$ cat src/rtl/sa_ctrl_pkg.sv
// Shared types and helpers for the systolic-array job sequencer.
package sa_ctrl_pkg;

  typedef enum logic [2:0] {
    IDLE,
    LOAD_W,
    STREAM,
    DRAIN,
    DONE
  } sa_ctrl_state_e;

  // Bit width needed to index n items; never narrower than one bit.
  function automatic int unsigned sa_width(input int unsigned n);
    return (n <= 1) ? 1 : $clog2(n);
  endfunction

endpackage

$ cat src/rtl/sa_valid_pipe.sv
// Issue-aligned delay line: per-column output-valid taps and the column-0
// drain index for the weight-stationary array.
module sa_valid_pipe #(
  parameter int OFFSET   = 5,
  parameter int NUM_COLS = 4,
  parameter int VEC_W    = 9
) (
  input  logic                clk,
  input  logic                rst_n,
  input  logic                i_issue,
  input  logic                i_clr,
  output logic [NUM_COLS-1:0] o_col_valid,
  output logic [VEC_W-1:0]    o_drain_idx,
  output logic                o_empty_next
);

  localparam int DEPTH = OFFSET + NUM_COLS - 1;

  logic [DEPTH-1:0] sr_q, sr_d;
  logic [VEC_W-1:0] drain_idx_q, drain_idx_d;

  // sr_q[k] holds the issue flag from k+1 cycles ago.
  assign o_col_valid  = sr_q[OFFSET-1 +: NUM_COLS];
  assign o_drain_idx  = drain_idx_q;
  assign o_empty_next = (sr_d == '0);

  // NOTE: every variable written here gets a default first, so no latch is inferred.
  always_comb begin
    sr_d        = (sr_q << 1) | DEPTH'(i_issue);
    drain_idx_d = drain_idx_q;
    if (i_clr) begin
      drain_idx_d = '0;
    end else if (o_col_valid[0]) begin
      drain_idx_d = drain_idx_q + VEC_W'(1);
    end
  end

  // NOTE: non-blocking assignments so every flop samples pre-edge values.
  always_ff @(posedge clk or negedge rst_n) begin
    if (!rst_n) begin
      sr_q        <= '0;
      drain_idx_q <= '0;
    end else begin
      sr_q        <= sr_d;
      drain_idx_q <= drain_idx_d;
    end
  end

endmodule

$ cat src/rtl/sa_controller.sv
// Job sequencer for the weight-stationary PE array: weight preload, activation
// streaming, drain. Optional perf counters under `define SA_CTRL_PERF_EN.
module sa_controller
  import sa_ctrl_pkg::*;
#(
  parameter int NUM_ROWS  = 4,
  parameter int NUM_COLS  = 4,
  parameter int MAX_VEC   = 256,
  parameter int RD_LAT    = 1,
  parameter int ARRAY_LAT = 4,
  parameter int VEC_W     = $clog2(MAX_VEC + 1)
) (
  input  logic                          clk,
  input  logic                          rst_n,
  input  logic                          i_start,
  input  logic [VEC_W-1:0]              i_num_vec,
  input  logic                          i_skip_wload,
  input  logic                          i_acc,
  output logic                          o_busy,
  output logic                          o_done,
  output logic                          o_mode,
  output logic                          o_load_psum,
  output logic                          o_psum_clr,
  output logic                          o_w_rd_en,
  output logic [sa_width(NUM_ROWS)-1:0] o_w_rd_addr,
  output logic                          o_a_rd_en,
  output logic                          o_p_rd_en,
  output logic [VEC_W-1:0]              o_vec_addr,
  output logic [NUM_COLS-1:0]           o_col_valid,
  output logic [VEC_W-1:0]              o_drain_idx
`ifdef SA_CTRL_PERF_EN
  ,
  output logic [31:0]                   o_perf_cycles,
  output logic [31:0]                   o_perf_jobs
`endif
);

  localparam int AW = sa_width(NUM_ROWS);

  sa_ctrl_state_e   state_q, state_d;
  logic [VEC_W-1:0] cnt_q, cnt_d;
  logic [VEC_W-1:0] num_vec_q, num_vec_d;
  logic             acc_q, acc_d;
  logic             pipe_empty_next;
  logic             mode_flag, load_psum_flag;

  // State and job registers
  always_ff @(posedge clk or negedge rst_n) begin
    if (!rst_n) begin
      state_q   <= IDLE;
      cnt_q     <= '0;
      num_vec_q <= '0;
      acc_q     <= 1'b0;
    end else begin
      state_q   <= state_d;
      cnt_q     <= cnt_d;
      num_vec_q <= num_vec_d;
      acc_q     <= acc_d;
    end
  end

  // Next state and job bookkeeping
  always_comb begin
    state_d   = state_q;
    cnt_d     = cnt_q;
    num_vec_d = num_vec_q;
    acc_d     = acc_q;
    unique case (state_q)
      IDLE: begin
        cnt_d = '0;
        if (i_start) begin
          state_d   = i_skip_wload ? STREAM : LOAD_W;
          acc_d     = i_acc;
          num_vec_d = (i_num_vec == '0)               ? VEC_W'(1) :
                      (i_num_vec > VEC_W'(MAX_VEC))   ? VEC_W'(MAX_VEC) : i_num_vec;
        end
      end
      LOAD_W: begin
        if (cnt_q == VEC_W'(NUM_ROWS - 1)) begin
          state_d = STREAM;
          cnt_d   = '0;
        end else begin
          cnt_d = cnt_q + VEC_W'(1);
        end
      end
      STREAM: begin
        cnt_d = cnt_q + VEC_W'(1);
        if (cnt_q == num_vec_q - VEC_W'(1)) state_d = DRAIN;
      end
      DRAIN: begin
        cnt_d = '0;
        if (pipe_empty_next) state_d = DONE;
      end
      DONE: begin
        cnt_d   = '0;
        state_d = IDLE;
      end
      default: state_d = IDLE;
    endcase
  end

  // Issue-aligned outputs
  always_comb begin
    o_busy         = (state_q != IDLE);
    o_done         = (state_q == DONE);
    o_w_rd_en      = (state_q == LOAD_W);
    o_w_rd_addr    = o_w_rd_en ? AW'(VEC_W'(NUM_ROWS - 1) - cnt_q) : '0;
    o_a_rd_en      = (state_q == STREAM);
    o_p_rd_en      = o_a_rd_en & acc_q;
    o_vec_addr     = o_a_rd_en ? cnt_q : '0;
    o_psum_clr     = o_busy & ~acc_q;
    mode_flag      = (state_q != LOAD_W);
    load_psum_flag = (state_q == STREAM) || (state_q == DRAIN);
  end

  // Array control follows the data, so the phase flags ride the read latency.
  if (RD_LAT == 0) begin : g_no_rd_lat
    assign o_mode      = mode_flag;
    assign o_load_psum = load_psum_flag;
  end else begin : g_rd_lat
    logic [RD_LAT-1:0] mode_dly_q, mode_dly_d;
    logic [RD_LAT-1:0] lp_dly_q, lp_dly_d;

    always_comb begin
      mode_dly_d = (mode_dly_q << 1) | RD_LAT'(mode_flag);
      lp_dly_d   = (lp_dly_q << 1) | RD_LAT'(load_psum_flag);
    end

    // Mode resets to 1 so resident weights are never shifted by accident.
    always_ff @(posedge clk or negedge rst_n) begin
      if (!rst_n) begin
        mode_dly_q <= '1;
        lp_dly_q   <= '0;
      end else begin
        mode_dly_q <= mode_dly_d;
        lp_dly_q   <= lp_dly_d;
      end
    end

    assign o_mode      = mode_dly_q[RD_LAT-1];
    assign o_load_psum = lp_dly_q[RD_LAT-1];
  end

  sa_valid_pipe #(
    .OFFSET   (RD_LAT + ARRAY_LAT),
    .NUM_COLS (NUM_COLS),
    .VEC_W    (VEC_W)
  ) u_valid_pipe (
    .clk          (clk),
    .rst_n        (rst_n),
    .i_issue      (o_a_rd_en),
    .i_clr        (state_q == IDLE),
    .o_col_valid  (o_col_valid),
    .o_drain_idx  (o_drain_idx),
    .o_empty_next (pipe_empty_next)
  );

`ifdef SA_CTRL_PERF_EN
  logic [31:0] run_cnt_q, run_cnt_d;
  logic [31:0] perf_cycles_q, perf_cycles_d;
  logic [31:0] perf_jobs_q, perf_jobs_d;

  // The DONE cycle itself is a busy cycle, hence the +1 when publishing.
  always_comb begin
    run_cnt_d     = run_cnt_q;
    perf_cycles_d = perf_cycles_q;
    perf_jobs_d   = perf_jobs_q;
    if (!o_busy) begin
      run_cnt_d = '0;
    end else if (run_cnt_q != '1) begin
      run_cnt_d = run_cnt_q + 32'd1;
    end
    if (o_done) begin
      perf_cycles_d = (run_cnt_q == '1) ? '1 : run_cnt_q + 32'd1;
      perf_jobs_d   = (perf_jobs_q == '1) ? '1 : perf_jobs_q + 32'd1;
    end
  end

  always_ff @(posedge clk or negedge rst_n) begin
    if (!rst_n) begin
      run_cnt_q     <= '0;
      perf_cycles_q <= '0;
      perf_jobs_q   <= '0;
    end else begin
      run_cnt_q     <= run_cnt_d;
      perf_cycles_q <= perf_cycles_d;
      perf_jobs_q   <= perf_jobs_d;
    end
  end

  assign o_perf_cycles = perf_cycles_q;
  assign o_perf_jobs   = perf_jobs_q;
`endif

endmodule

$ cat config.mk
export PLATFORM = sky130hd
export DESIGN_NAME = sa_controller
export DESIGN_NICKNAME = d
export VERILOG_FILES = /design/src/rtl/sa_ctrl_pkg.sv /design/src/rtl/sa_valid_pipe.sv /design/src/rtl/sa_controller.sv
export SDC_FILE = /design/constraint.sdc
export NUM_CORES = 1
export LEC_CHECK = 0
export BUFFER_PORTS_ARGS = -buffer_cell sky130_fd_sc_hd__clkbuf_2
export CAP_MARGIN = 20
export CORE_MARGIN = 2
export CORE_UTILIZATION = 54
export DETAILED_ROUTE_END_ITERATION = 8
export GPL_TIMING_DRIVEN = 0
export PLACE_DENSITY = 0.88
export SYNTH_ARGS = -nofsm -noshare
export SYNTH_HDL_FRONTEND = slang
export SYNTH_HIERARCHICAL = 1
export SYNTH_SLANG_ARGS = --single-unit
export TNS_END_PERCENT = 50
$ cat constraint.sdc
create_clock -name clk -period 2.8 [get_ports clk]
set_input_delay 0 -clock clk [delete_from_list [all_inputs] [get_ports clk]]
set_output_delay 0 -clock clk [all_outputs]
set_load 0.01 [all_outputs]
; Word level (Yosys, flattened, before mapping)
; Index checks and enable logic that the tools add are counted.
[totals]
in_bits = 14
ff_bits = 41
[classes]
mux = 14
n_bitwise = 4
eq_ne = 11
n_addsub = 4
magnitude_cmp = 1
n_reduce_logical = 10
[op_table]
columns = cell, n
row1 = $mux 9, 6
row2 = $pmux 9 s3, 1
row3 = $add 9x1->9 const B, 2
row4 = $mux 3, 4
row5 = $pmux 3 s4, 1
row6 = $eq 9x2->1 const B, 1
row7 = $eq 9x9->1, 1
row8 = $gt 9x9->1 const B, 1
row9 = $logic_not 9->1, 1
row10 = $sub 9x1->9 const B, 1
row11 = $logic_not 8->1, 1
row12 = $or 8x1->8, 1
row13 = $eq 3x2->1 const B, 2
row14 = $ne 2x2->1 const B, 3
row15 = $reduce_bool 3->1, 2
row16 = $mux 2, 2
row17 = $reduce_and 4->1, 1
row18 = $eq 3x1->1 const B, 1
row19 = $eq 3x3->1 const B, 1
row20 = $logic_not 3->1, 1
row21 = $ne 3x1->1 const B, 1
row22 = $reduce_or 3->1, 1
row23 = $and 1x1->1, 2
row24 = $ne 2x1->1 const B, 1
row25 = other kinds (5), 5

; Logic depth before layout (Yosys ltp)
[depth]
depth_word = 5
ltp_mapped = 9
depth_no_buf = 7

; Cells and area by module
; Netlist, hierarchy kept.
[by_module_without_submodules]
columns = mod, cells_per_inst, area_each_um2, seq_area_each_um2, instances
row1 = sa_controller, 190, 1630.3, 601.8, 1
row2 = sa_valid_pipe, 57, 694.4, 425.4, 1

; Worst setup path before layout
; Ideal clock, no wire load.
[synth_path]
path_type = register -> register
start = reg state_q[1]
end = reg state_q[0]
stages_incl_launch_ff = 10
arrival_time_ns = 1.846
synth_period_minus_slack_ns = 1.972
setup_slack_ns = 0.828
setup_time_ns = 0.126
n_path_buf = 2
cell_sequence = dfrtp_1 clkbuf_1 nor3b_1 clkbuf_1 or4_1 nor2_1 a21oi_1 o21ai_0 o21a_1 o31ai_2
[synth_between]
elab_chain_len = 5
elab_cells_between_ends = 12
[synth_lines]
columns = item, line
row1 = from (decl), sa_controller.sv:40  ; sa_ctrl_state_e state_q, state_d;
row2 = from (signal assigned), sa_controller.sv:55  ; state_q <= state_d;
row3 = $eq 3x2->1, sa_controller.sv:108  ; o_a_rd_en = (state_q == STREAM);
row4 = net o_a_rd_en, sa_controller.sv:26  ; output logic o_a_rd_en,
row5 = $or 8x1->8, sa_valid_pipe.sv:29  ; sr_d = (sr_q << 1) | DEPTH'(i_issue);
row6 = $logic_not 8->1, sa_valid_pipe.sv:25  ; assign o_empty_next = (sr_d == '0);
row7 = net pipe_empty_next, sa_controller.sv:44  ; logic pipe_empty_next;
row8 = $ne 2x2->1 (no line), --
row9 = $reduce_and 4->1 (no line), --
; The timed path passes the listed nets, and every way through them passes these cells.
; A chain may end at the register's enable or synchronous reset.

; Worst setup path in the final report
[layout_path]
start = reg state_q[1]
end = reg num_vec_q[0]
[layout_between]
elab_chain_len = 2
[layout_lines]
columns = item, line
row1 = $logic_not 3->1, sa_controller.sv:68  ; unique case (state_q)
row2 = $reduce_and 2->1 (no line), --
row3 = to (signal assigned), sa_controller.sv:57  ; num_vec_q <= num_vec_d;
row4 = to (decl), sa_controller.sv:42  ; logic [VEC_W-1:0] num_vec_q, num_vec_d;
; Every way passes these cells.

==> summary.md <==
| Metric | Value |
|---|---|
| Post-detailed-route count of antenna-violating nets | `0` |
| Net switching power | `around 0.0011 W` |
| Register area share after synthesis | `0.442` |
| Leakage | `about 1.3 nW` |
| Initial DRC Count | `167` |
| Clock-pin slew on the worst setup and hold paths | `90 ps` |
| CP Launch Point | `state_q[1]` |
| Crit path capture type | `register` |
| IO Port Bufs | `45` |
| Number of antenna violations at the first check in global routing | `0` |
| Aggregate routed wire length | `about 5.1 mm` |
| Core area | `between 4000 and 5000 um2` |
| CTS Buffer Depth | `2` |
| Startpoint Class | `register` |
| Comb power frac | `0.491` |
| Tot GR Track Use | `0.224` |
| Worst reg2reg path startpoint | `state_q[1]` |
| Worst R2R Setup Slack | `approximately 470 ps` |
| RSZ-0062 raised after global routing | `no` |
| Worst R2R Path Depth | `7` |
| Synth async-reset ratio | `1.00` |
| TritonCTS Buffers | `5` |
| Crit Path Max Fanout | `10` |
| FF-to-FF End | `num_vec_q[0]` |
| Via density | `~5.7` |
| CTS HTree Levels | `2` |
| Row cnt | `23` |
| Top post-synthesis cells by area | `dfrtp_1, nor2_1, xor2_1` |
| Top sig layer | `met4` |
| Die area | `roughly 4800 um2` |
| Clock tree sinks | `41` |
| Maximum vdd drop | `roughly 0.45 mV` |
| Setup TNS | `0 ps` |
| Diode count | `0` |
| Final worst slack | `466 ps` |
| Sw Ratio | `0.419` |
| Postcts setup bufs | `0` |
| GRT overflow | `0` |
| Total of max-cap violations | `0` |
| Drt wl/cell | `14.1 um` |
| Syn_nets | `264` |
| Routed met2 length | `2.60 mm` |
| Nets | `328` |
| Worst-Margin Slew | `541 ps` |
| Layout cell share with drive strength beyond 1 | `0.256` |
| Layout area overhead | `22.2%` |
| Fmax achieved | `429 MHz` |
| Routability cong. | `0.909` |
| Met1 WL | `2.11 mm` |
| Most frequent cell after synthesis | `dfrtp_1` |
| Dpl ws | `524 ps` |
| Die width | `69.6 um` |
| Hold path cells | `3` |
| Worst slew margin | `0.639` |
| Syn Inst Count | `247` |
| Mapped Area | `2320 um2` |
| Die Ht | `between 60 and 70 um` |
| Initial Util | `0.573` |
| Clock skew | `10.0 ps` |
| Final count of pins violating max slew | `0` |
| Syn_area_per_cell | `9.41 um2` |
| Setup-failing EPs final | `0` |
| Vias | `2049` |
| Most frequent cells after synthesis | `dfrtp_1, nor2_1, nand2_1, o21ai_0, a21oi_1` |
| Critical Path Sink | `num_vec_q[0]` |
| Syn. warnings | `6` |
| Num ports | `46` |
| Sequential share of power | `0.356` |
| Post-synth top area share | `0.431` |
| Final worst path period share | `0.833` |
| DR DRC count | `0` |
| First-pass GRT wire length | `approximately 8.7 mm` |
| Met3 routed WL | `303 um` |
| Clock share of power | `0.153` |
| Root buffer cell | `clkbuf_8` |
| Final Critical Period | `2330 ps` |
| Min-Delay Path Class | `input pin to register` |
| Crit path kind | `register to register` |
| DP HPWL | `3.50 mm` |
| Vias in the first global route | `roughly 2000` |
| Crit path DAT | `2520 ps` |
| Final Hold Viols | `0` |
| Initial DRT Pass Iterations | `4` |
| PD cells | `924 nW/um2` |
| Worst skew pair latency | `300 ps` |
| Top_reg_cell synth | `dfrtp_1` |
| Internal power | `0.00153 W` |
| CTS tree | `built` |
| Outcome | `finished clean` |
| Dominant cell type by area after synthesis | `dfrtp_1` |
| Synthesized flop and latch total | `41` |
| Data required time of the worst path | `2980 ps` |
| Netlist cell types | `49` |
| Largest net degree at the start of global routing | `42` |
| Number of enable flip-flop cells after synthesis | `0` |
==> repair_timing <==
item	CTS	global route
endpoints found under the setup margin	0	1
hold buffers	11	0
hold endpoints to repair	49	0
resized for setup	0	1
==> power groups by stage <==
stage	clock (W)	sequential, W	combinational (W)
after floorplan	0	0.000920	0.000934
after global placement	0	0.000927	0.00122
after detailed placement	0	0.000938	0.00126
after CTS	0.000409	0.000928	0.00129
after global routing	0.000445	0.000958	0.00145
final	0.000402	0.000934	0.00129
==> cell families (layout without fill, tap and decap cells) <==
logic type	Yosys count	after routing	share of synthesized area
XOR/XNOR	18	18	0.0678
buffers and inverters	24	89	0.0614
AND/OR/NAND/NOR	115	115	0.276
AO/OA/AOI/OAI	42	42	0.119
flip-flops	41	41	0.442
adder cells (fa/ha/maj)	3	3	0.0161
multiplexers	4	4	0.0183
==> state kept, by name, indices dropped and copies added (netlist names) <==
register	count
acc_q	1
cnt_q	9
num_vec_q	9
o_load_psum	1
o_mode	1
state_q	3
u_valid_pipe/o_drain_idx	9
u_valid_pipe/sr_q	8
==> worst min path at each step <==
stage | start | to | slack (ps)
after CTS | i_skip_wload | state_q[0] | 10
after global routing | rst_n | u_valid_pipe/o_drain_idx[3] | 20
after global placement | rst_n | u_valid_pipe/o_drain_idx[3] | 190
after floorplan | rst_n | acc_q | -300
final | i_skip_wload | state_q[0] | 10
after detailed placement | rst_n | u_valid_pipe/o_drain_idx[3] | 220
==> final cells by class <==
type                    count  area (um2)
clock buffers               5        68.8
plain buffers              17         116
fillers                   308        1220
multi-input cells         182        1160
flip-flops and latches     41        1030
inverters                   7        26.3
well taps                  50        62.6
repair buffers             57         355
clock inverters             3        25.0
==> layout by cell type, fill, tap and decap left out, types with 8 or more instances in the layout <==
cell           netlist  layout
clkbuf_2             1      46
dfrtp_1             40      40
nor2_1              24      24
nand2_1             19      19
o21ai_0             14      14
a21oi_1             13      13
and2_1              11      11
dlygate4sd3_1        0      11
xor2_1              10      10
nand2b_1             9       9
nor3_1               9       8
xnor2_1              8       8
==> critical path: stages (launching register included) <==
cell and delay, ps:
dfrtp_1 400, clkbuf_1 200, nor3_2 400, nand2_2 240
clkbuf_1 240, nand2_1 110, o31ai_1 60, dlygate4sd3_1 550
==> stage by stage <==
stage                     cells  hold slack, ps   util  instance area (um2)  total power [W]
after floorplan             247            -296      -                 2320          0.00185
after global placement      342             194  0.644                 2610          0.00215
after detailed placement    342             216  0.644                 2610          0.00220
after CTS                   361            13.9  0.694                 2820          0.00263
after global routing        362            21.3  0.700                 2840          0.00285
final                       362            15.0  0.700                 2840          0.00263
==> per-layer routing <==
layer	GRT usage	up-vias
met4	0.0962	0
met2	0.377	75
met5	0	-
met3	0.0538	12
li1	-	992
met1	0.274	970
(Power assumes the default switching activity.)
